--- config.mk ---
export PLATFORM = sky130hd
export DESIGN_NAME = sniff_shift_window
export DESIGN_NICKNAME = d
export VERILOG_FILES = /design/src/rtl/sniff_shift_window.sv
export SDC_FILE = /design/constraint.sdc
export NUM_CORES = 1
export LEC_CHECK = 0
export CAP_MARGIN = 30
export CORE_UTILIZATION = 42
export CTS_CLUSTER_SIZE = 25
export DETAILED_ROUTE_END_ITERATION = 7
export GPL_TIMING_DRIVEN = 0
export PLACE_DENSITY = 0.83
export SLEW_MARGIN = 10
export SYNTH_ARGS = -nofsm -noshare
export SYNTH_HDL_FRONTEND = slang
export SYNTH_SLANG_ARGS = --single-unit
--- constraint.sdc ---
create_clock -name clk -period 8.3 [get_ports clk]
set_clock_uncertainty 0.2 [all_clocks]
set_input_delay 1.245 -clock clk [delete_from_list [all_inputs] [get_ports clk]]
set_output_delay 1.245 -clock clk [all_outputs]
set_load 0.01 [all_outputs]
--- src/rtl/sniff_shift_window.sv ---
// rtl/sniff_shift_window.sv - DEPTH-stage tagged shift window with occupancy, eviction and numeric-run tracking
// Optional numeric-run counter is enabled by defining SNIFF_NUM_RUN_EN.
module sniff_shift_window #(
  parameter int DATA_W = 8,
  parameter int DEPTH  = 8,
  parameter int TAG_W  = 2,
  localparam int CNT_W = $clog2(DEPTH + 1)
) (
  input  logic                      clk,
  input  logic                      rst,
  input  logic                      en,
  input  logic                      flush,
  input  logic                      in_valid,
  input  logic [DATA_W-1:0]         data_in,
  input  logic [TAG_W-1:0]          tag_in,
  output logic [DEPTH*DATA_W-1:0]   win_data,
  output logic [DEPTH*TAG_W-1:0]    win_tag,
  output logic [DEPTH-1:0]          win_valid,
  output logic [CNT_W-1:0]          fill_cnt,
  output logic                      win_full,
  output logic                      evict_valid,
  output logic [DATA_W-1:0]         evict_data,
  output logic [TAG_W-1:0]          evict_tag,
  output logic [CNT_W-1:0]          num_run
);

  // Stage k lives at slice k of each packed vector, stage 0 newest.
  logic [DEPTH*DATA_W-1:0] data_q, data_d;
  logic [DEPTH*TAG_W-1:0]  tag_q, tag_d;
  logic [DEPTH-1:0]        valid_q, valid_d;
  logic [CNT_W-1:0]        fill_q, fill_d;
  logic                    evict_valid_q, evict_valid_d;
  logic [DATA_W-1:0]       evict_data_q, evict_data_d;
  logic [TAG_W-1:0]        evict_tag_q, evict_tag_d;

  // Next-state for window, occupancy and eviction: flush beats shift beats hold.
  always_comb begin
    data_d        = data_q;
    tag_d         = tag_q;
    valid_d       = valid_q;
    fill_d        = fill_q;
    evict_valid_d = 1'b0;
    evict_data_d  = evict_data_q;
    evict_tag_d   = evict_tag_q;
    if (flush) begin
      data_d  = '0;
      tag_d   = '0;
      valid_d = '0;
      fill_d  = '0;
    end else if (en) begin
      data_d        = {data_q[(DEPTH-1)*DATA_W-1:0], data_in};
      tag_d         = {tag_q[(DEPTH-1)*TAG_W-1:0], tag_in};
      valid_d       = {valid_q[DEPTH-2:0], in_valid};
      fill_d        = fill_q + CNT_W'(in_valid) - CNT_W'(valid_q[DEPTH-1]);
      evict_valid_d = valid_q[DEPTH-1];
      // Bubbles leaving the last stage do not disturb the held eviction word.
      if (valid_q[DEPTH-1]) begin
        evict_data_d = data_q[(DEPTH-1)*DATA_W +: DATA_W];
        evict_tag_d  = tag_q[(DEPTH-1)*TAG_W +: TAG_W];
      end
    end
  end

  // Window and eviction registers.
  always_ff @(posedge clk or posedge rst) begin
    if (rst) begin
      data_q        <= '0;
      tag_q         <= '0;
      valid_q       <= '0;
      fill_q        <= '0;
      evict_valid_q <= 1'b0;
      evict_data_q  <= '0;
      evict_tag_q   <= '0;
    end else begin
      data_q        <= data_d;
      tag_q         <= tag_d;
      valid_q       <= valid_d;
      fill_q        <= fill_d;
      evict_valid_q <= evict_valid_d;
      evict_data_q  <= evict_data_d;
      evict_tag_q   <= evict_tag_d;
    end
  end

  // Occupancy can never wrap: it always equals the number of set valid bits.
  always_ff @(posedge clk) begin
    if (!rst) begin
      assert ($countones(valid_q) == int'(fill_q));
      assert (!(en && !flush && fill_q == CNT_W'(DEPTH) && in_valid && !valid_q[DEPTH-1]));
      assert (!(en && !flush && fill_q == '0 && !in_valid && valid_q[DEPTH-1]));
    end
  end

`ifdef SNIFF_NUM_RUN_EN
  logic [CNT_W-1:0] num_run_q, num_run_d;

  // Run length of numeric characters ending at stage 0, saturating at DEPTH.
  always_comb begin
    num_run_d = num_run_q;
    if (flush) begin
      num_run_d = '0;
    end else if (en) begin
      if (in_valid && tag_in[0]) begin
        num_run_d = (num_run_q == CNT_W'(DEPTH)) ? num_run_q : num_run_q + CNT_W'(1);
      end else begin
        num_run_d = '0;
      end
    end
  end

  // Numeric-run register.
  always_ff @(posedge clk or posedge rst) begin
    if (rst) begin
      num_run_q <= '0;
    end else begin
      num_run_q <= num_run_d;
    end
  end

  assign num_run = num_run_q;
`else
  assign num_run = '0;
`endif

  assign win_data    = data_q;
  assign win_tag     = tag_q;
  assign win_valid   = valid_q;
  assign fill_cnt    = fill_q;
  assign win_full    = (fill_q == CNT_W'(DEPTH));
  assign evict_valid = evict_valid_q;
  assign evict_data  = evict_data_q;
  assign evict_tag   = evict_tag_q;

endmodule

==> reports/results.tsv, run 1 <==
metric	value	unit
status	completed	
fmaxAchievable	316	MHz
slew_violations	0	
maxCapViolCount	0	
nFillCells	786	
synth_top_area_share	59.8	%
path_clk_slew	100	ps
row_count	36	
ys_warn_count	0	
grt_first_pass_wirelength	15.8	mm
vias	2973	
total_power	901	uW
drc	0	
drt_pre_antenna_iters	4	
avgSynthCellArea	12.4	sq um
crit_path_end_kind	output port	
p_clk_share	32.5	%
timing_worst_slew_pin_value	609	ps
cts_buffer_depth	2	
tritoncts	yes	
tns	0	ps
pwr_density_cell	153	mW/mm^2
dp_worst_setup_slack	5310	ps
syn_inst	347	
track_usage	19.5	%
synth_top_area_cell	dfrtp_1	
initial_core_util	43.7	%
worst-r2r-cell-count	6	
portBuffers	117	
antenna_found_initial	0	
cts-hold-fix-buffers	0	
core-area	0.00986	sq mm
hold_depth	1	
root_buffer	clkbuf_8	
clock_sinks	103	
hold_viol	0	
area_growth	36.1	%
intPower	665	uW
start_kind	flip-flop	
grt_overflow_total	0	
cts_resized	0	
drive_above_1_share	9.11	%
post_cts_buffers	0	
grt_pass1_vias	3112	
synthMostInstantiatedCell	dfrtp_1	
timing.hold.ws	319	ps
num_antenna_cells	0	
r2r_slack	6270	ps
syn-cell-area	0.00431	sq mm
finalWorstSetupSlack	5130	ps
slew_headroom	59.4	%
synth_ff_type	dfrtp_1	
hpwl	7.06	mm
switchingPower	236	uW
crit_path_max_fanout	3	
postRouteAntennaNets	0	
synth_edf_count	0	
min_from	evict_tag[0]	
worstPathArrival	1720	ps
synthTopCellsByCount	dfrtp_1 (103), nor2_1 (92), mux2i_1 (90)	
power_leakage	0.00289	uW
rr_startpoint	win_valid[7]	
die_w	103	um
drt_iter0_drc	66	
cts_buffers	9	
min_period_over_period	38.2	%
sequentialPowerShare	57.4	%
fin_nets	500	
totalWireLength	9.76	mm
synth_top_cells_by_area	dfrtp_1 (60%), mux2i_1 (21%), nor2_1 (8.0%)	
rsz0062_at_grt	false	
drt-wirelength-per-cell	15.8	um
fin_crit	3170	ps
r2r-end	fill_cnt[2]	
viasPerCell	4.83	
ys_ff_latch	103	
cp.required	6860	ps
synthArstFlopShare	100	%
critical_path_class	flip-flop to output port	
yosysUniqueCellTypes	23	
finalSetupViolations	0	
p_comb_share	10.1	%
place_congestion	0.822	
grt_max_degree	59	
ys_seq_area_share	59.8	%
hold_class	flip-flop to flip-flop	
ioPinCount	123	
switching_share	26.2	%
htreeDepth	3	
worstHoldEndpoint	evict_tag[0]	
die_area	0.0107	sq mm
clk_latency	360	ps
vdd.ir_drop.worst	0.134	mV
die_h	103	um
[critical path, cell delays in order, from the launching register on]
cell,delay [ps]
dfrtp_1,430
inv_1,100
ha_1,140
and3_1,160
clkdlybuf4s50_1,530
[area by class of cell]
cell class | count | area [sq um] | share of cell area [%]
Sequential cell | 103 | 2580 | 43.9
Multi-Input combinational cell | 213 | 1560 | 26.6
Timing Repair Buffer | 118 | 1200 | 20.4
Tap cell | 133 | 166 | 2.84
Buffer | 26 | 153 | 2.60
Clock buffer | 9 | 124 | 2.11
Clock inverter | 6 | 55.1 | 0.938
Inverter | 8 | 32.5 | 0.554
[worst max path at each step]
stage,startpoint,slack (ps),end,depth (start not counted)
3_3_place_gp,rst,2710,evict_valid,2
5_1_grt,fill_cnt[2],5070,win_full,4
2_1_floorplan,rst,4150,evict_data[0],1
3_5_place_dp,in_valid,5310,fill_cnt[2],5
6_report,fill_cnt[2],5130,win_full,4
4_1_cts,fill_cnt[2],5120,win_full,4
[kinds of logic (layout without fill, tap and decap cells)]
kind of cell             after synthesis  in the layout  share of synthesized area, %
adder cells (fa/ha/maj)                6              6                          1.92
XOR/XNOR                               1              1                         0.203
other                                  1              4                        0.0870
multiplexers                         100            100                          24.3
AND/OR/NAND/NOR                       99             99                          8.89
AO/OA/AOI/OAI                          3              3                         0.552
flip-flops                           103            103                          59.8
buffers and inverters                 34            167                          4.24
[layout by cell type (no fill, tap or decap), types with 2 or more instances in the layout]
cell	netlist	layout
buf_2	5	5
buf_4	11	11
inv_8	0	2
nand2_1	2	2
inv_1	8	7
nor2_1	92	92
ha_1	5	5
clkinv_4	0	2
mux2i_1	90	90
nand3_1	2	2
mux2_4	9	9
clkbuf_8	0	9
dfrtp_1	103	103
clkbuf_1	8	8
clkinvlp_4	0	2
conb_1	1	4
clkdlybuf4s50_1	0	117
[routing by layer]
layer	track usage [%]	up-vias	routed length [um]
met2	33.1	83	4770
met3	5.71	10	543
met4	5.53	0	89
li1	-	1394	-
met1	24.5	1486	4360
met5	0	-	0
[flip-flops by register name, indices dropped and copies added (netlist names)]
signal and cells:
evict_valid 1, win_data 64, fill_cnt 4, evict_data 8, win_valid 8, win_tag 16
evict_tag 2
[power by group through the flow]
stage | registers (uW) | clock network, uW | logic [uW]
after floorplan | 529 | 0 | 50.6
after global placement | 526 | 0 | 87.7
after detailed placement | 527 | 0 | 92.1
after CTS | 517 | 300 | 92.4
after global routing | 518 | 321 | 99.9
final | 517 | 293 | 91.0
[metrics by stage]
| step | area (sq um) | std cells | utilization [%] |
|---|---|---|---|
| final | 5870 | 616 | 59.5 |
| after global routing | 5870 | 616 | 59.5 |
| after CTS | 5870 | 616 | 59.5 |
| after detailed placement | 5690 | 601 | 57.7 |
| after global placement | 5660 | 600 | 57.4 |
| after floorplan | 4320 | 350 | - |
No activity file was read; power rests on OpenSTA's default activity.
==> inputs of run 2 (changes only) <==
--- a/config.mk
+++ b/config.mk
@@ -10,7 +10,7 @@
 export CTS_CLUSTER_SIZE = 25
 export DETAILED_ROUTE_END_ITERATION = 7
 export GPL_TIMING_DRIVEN = 0
-export PLACE_DENSITY = 0.83
+export PLACE_DENSITY = 0.86
 export SLEW_MARGIN = 10
 export SYNTH_ARGS = -nofsm -noshare
 export SYNTH_HDL_FRONTEND = slang
==> constraint.sdc (replaced) <==
create_clock -name clk -period 2.7 [get_ports clk]
set_clock_uncertainty 0.2 [all_clocks]
set_input_delay 0.405 -clock clk [delete_from_list [all_inputs] [get_ports clk]]
set_output_delay 0.405 -clock clk [all_outputs]
set_load 0.01 [all_outputs]
==> run 2 against run 1 <==
Compared with the run above: clock-buffer cell count rose by 1; power grew to 3.4 times the previous value; combinational power rose to 3.1 times the previous value; first-iteration DRC count is 36% lower; sequential share of layout area down 0.58 points; die area unchanged; wire length rose by 4.2%; non-clock buffer count increased by 1; flip-flop and latch count unchanged; cell count increased by 0.16%; critical path depth unchanged; critical path type unchanged; critical endpoint unchanged; highest routed layer unchanged.
==> reports/results.tsv, run 2 (synthesis gave the netlist of run 1 again) <==
metric	value	unit	change
power_leakage	0.00293	uW	+1.2%
final_common_cell	clkdlybuf4s50_1		
grt_overflow_total	0		unchanged
antenna_found_initial	0		unchanged
place_congestion	0.868		+5.6%
cts_resized	0		unchanged
drt-wirelength-per-cell	16.5	um	+4.0%
cp_cell_sequence	inv_1, ha_1, and3_1, clkdlybuf4s50_1		
finalSetupViolations	0		unchanged
htreeDepth	3		unchanged
root_buffer	clkbuf_8		
grt_pass1_vias	3113		+0.032%
clock_sinks	103		unchanged
nFillCells	786		unchanged
timing_worst_slew_pin_value	664	ps	+55.3 ps
row_count	36		unchanged
rsz0062_at_grt	false		
rr_startpoint	win_valid[7]		
path_clk_slew	90	ps	about the same
vdd.ir_drop.worst	0.300	mV	+120%
fin_cells	617		+0.16%
placed_cells	602		+0.17%
ioPinCount	123		unchanged
drive_above_1_share	9.30	%	+0.19 points
cts-hold-fix-buffers	0		unchanged
hold_class	primary input to async pin		
clk_latency	350	ps	about the same
pwr_density_cell	509	mW/mm^2	+230%
area_growth	38.0	%	
status	completed		
cp.required	2100	ps	-4760 ps
crit_path_max_fanout	3		unchanged
crit_path_end_kind	output port		
grt_first_pass_wirelength	16.2	mm	+2.6%
drt_pre_antenna_iters	4		unchanged
slowest_stage	clkdlybuf4s50_1		
critical_path_class	flip-flop to output port		
fmaxAchievable	435	MHz	
hold_viol	0		unchanged
cts_buffer_depth	2		unchanged
r2r-end	fill_cnt[2]		
viasPerCell	4.89		+1.4%
finalWorstSetupSlack	403	ps	-4730 ps
cts_buffers	9		unchanged
track_usage	20.2	%	+0.69 points
maxCapViolCount	0		unchanged
portBuffers	117		unchanged
die_w	103	um	unchanged
initial_core_util	43.7	%	unchanged
start_kind	flip-flop		
drc	0		unchanged
r2r_slack	660	ps	-5610 ps
post_cts_buffers	0		unchanged
min_period_over_period	85.1	%	
tns	0	ps	unchanged
die_area	0.0107	sq mm	unchanged
tritoncts	yes		
slew_violations	0		unchanged
postRouteAntennaNets	0		unchanged
hpwl	7.45	mm	+5.5%
slew_headroom	55.6	%	-3.8 points
vias	3020		+1.6%
final_cell_mix	clkdlybuf4s50_1 (117), dfrtp_1 (103), nor2_1 (92), mux2i_1 (90), buf_4 (11)		
drt_iter0_drc	42		-36%
die_h	103	um	unchanged
totalWireLength	10.2	mm	+4.2%
fin_crit	2300	ps	
worstPathArrival	1690	ps	-30 ps
max_stage_delay	530	ps	about the same
num_antenna_cells	0		unchanged
largest_reg_flops	64		unchanged
dp_worst_setup_slack	550	ps	-4760 ps
grt_max_degree	41		-31%
worst-r2r-cell-count	6		unchanged
core-area	0.00986	sq mm	unchanged
fin_nets	501		+0.20%
[run 2: cell count changes in the layout (fill, tap and decap cells not counted)]
cell	previous run	this run
clkinv_4	2	1
bufinv_16	0	3
buf_16	1	0
inv_8	2	0
buf_12	0	2
clkbuf_8	9	10
inv_4	1	0
[run 2: metal layers]
layer  vias to the layer above  share of wire [%]  track usage (%)
li1                       1403                  -                -
met1                      1496                 43             24.9
met2                       109                 50             35.1
met3                        12                6.1             5.78
met4                         0                1.2             5.42
met5                         -                  0                0
[run 2: final cells by class]
type / instances / area (sq um) / share of cell area [%]
Buffer: 26 / 153 / 2.57
Clock buffer: 10 / 138 / 2.31
Clock inverter: 5 / 106 / 1.79
Inverter: 8 / 33.8 / 0.568
Multi-Input combinational cell: 213 / 1560 / 26.2
Sequential cell: 103 / 2580 / 43.4
Tap cell: 133 / 166 / 2.80
Timing Repair Buffer: 119 / 1210 / 20.4
[run 2: worst max-delay path by stage]
| stage | from | cells after the start | to |
|---|---|---|---|
| CTS | fill_cnt[2] | 4 | win_full |
| finish | fill_cnt[2] | 4 | win_full |
| detailed placement | flush | 4 | win_data[58] |
| global route | fill_cnt[2] | 4 | win_full |
| floorplan | fill_cnt[0] | 7 | fill_cnt[2] |
| global placement | rst | 2 | evict_data[7] |
[run 2: power breakdown]
part           switching [uW]  total (uW)  internal (uW)
Sequential               22.8        1590           1570
Clock                     517        1150            638
Combinational             152         285            133
Total                     692        3030           2340
[run 2: through the flow]
step / area, sq um / util [%] / hold WS [ps] / total power, uW
floorplan: 4320 / - / 345 / 1780
global placement: 5660 / 57.4 / 293 / 1890
detailed placement: 5700 / 57.8 / 306 / 1910
CTS: 5950 / 60.3 / 290 / 3060
global route: 5950 / 60.3 / 328 / 3140
finish: 5950 / 60.3 / 279 / 3030
[run 2: critical path: cells and delay by family (launching register included)]
family,cells,cell delay (ps)
flip-flops,1,420
adder cells (fa/ha/maj),1,140
AND/OR/NAND/NOR,1,150
buffers and inverters,2,620
==> inputs of run 3 (changes only) <==
--- a/config.mk
+++ b/config.mk
@@ -11,6 +11,7 @@
 export DETAILED_ROUTE_END_ITERATION = 7
 export GPL_TIMING_DRIVEN = 0
 export PLACE_DENSITY = 0.86
+export SETUP_SLACK_MARGIN = 0.3
 export SLEW_MARGIN = 10
 export SYNTH_ARGS = -nofsm -noshare
 export SYNTH_HDL_FRONTEND = slang
==> results of run 3 <==
The final DEF is identical to that of run 2; final timing and power are the same.
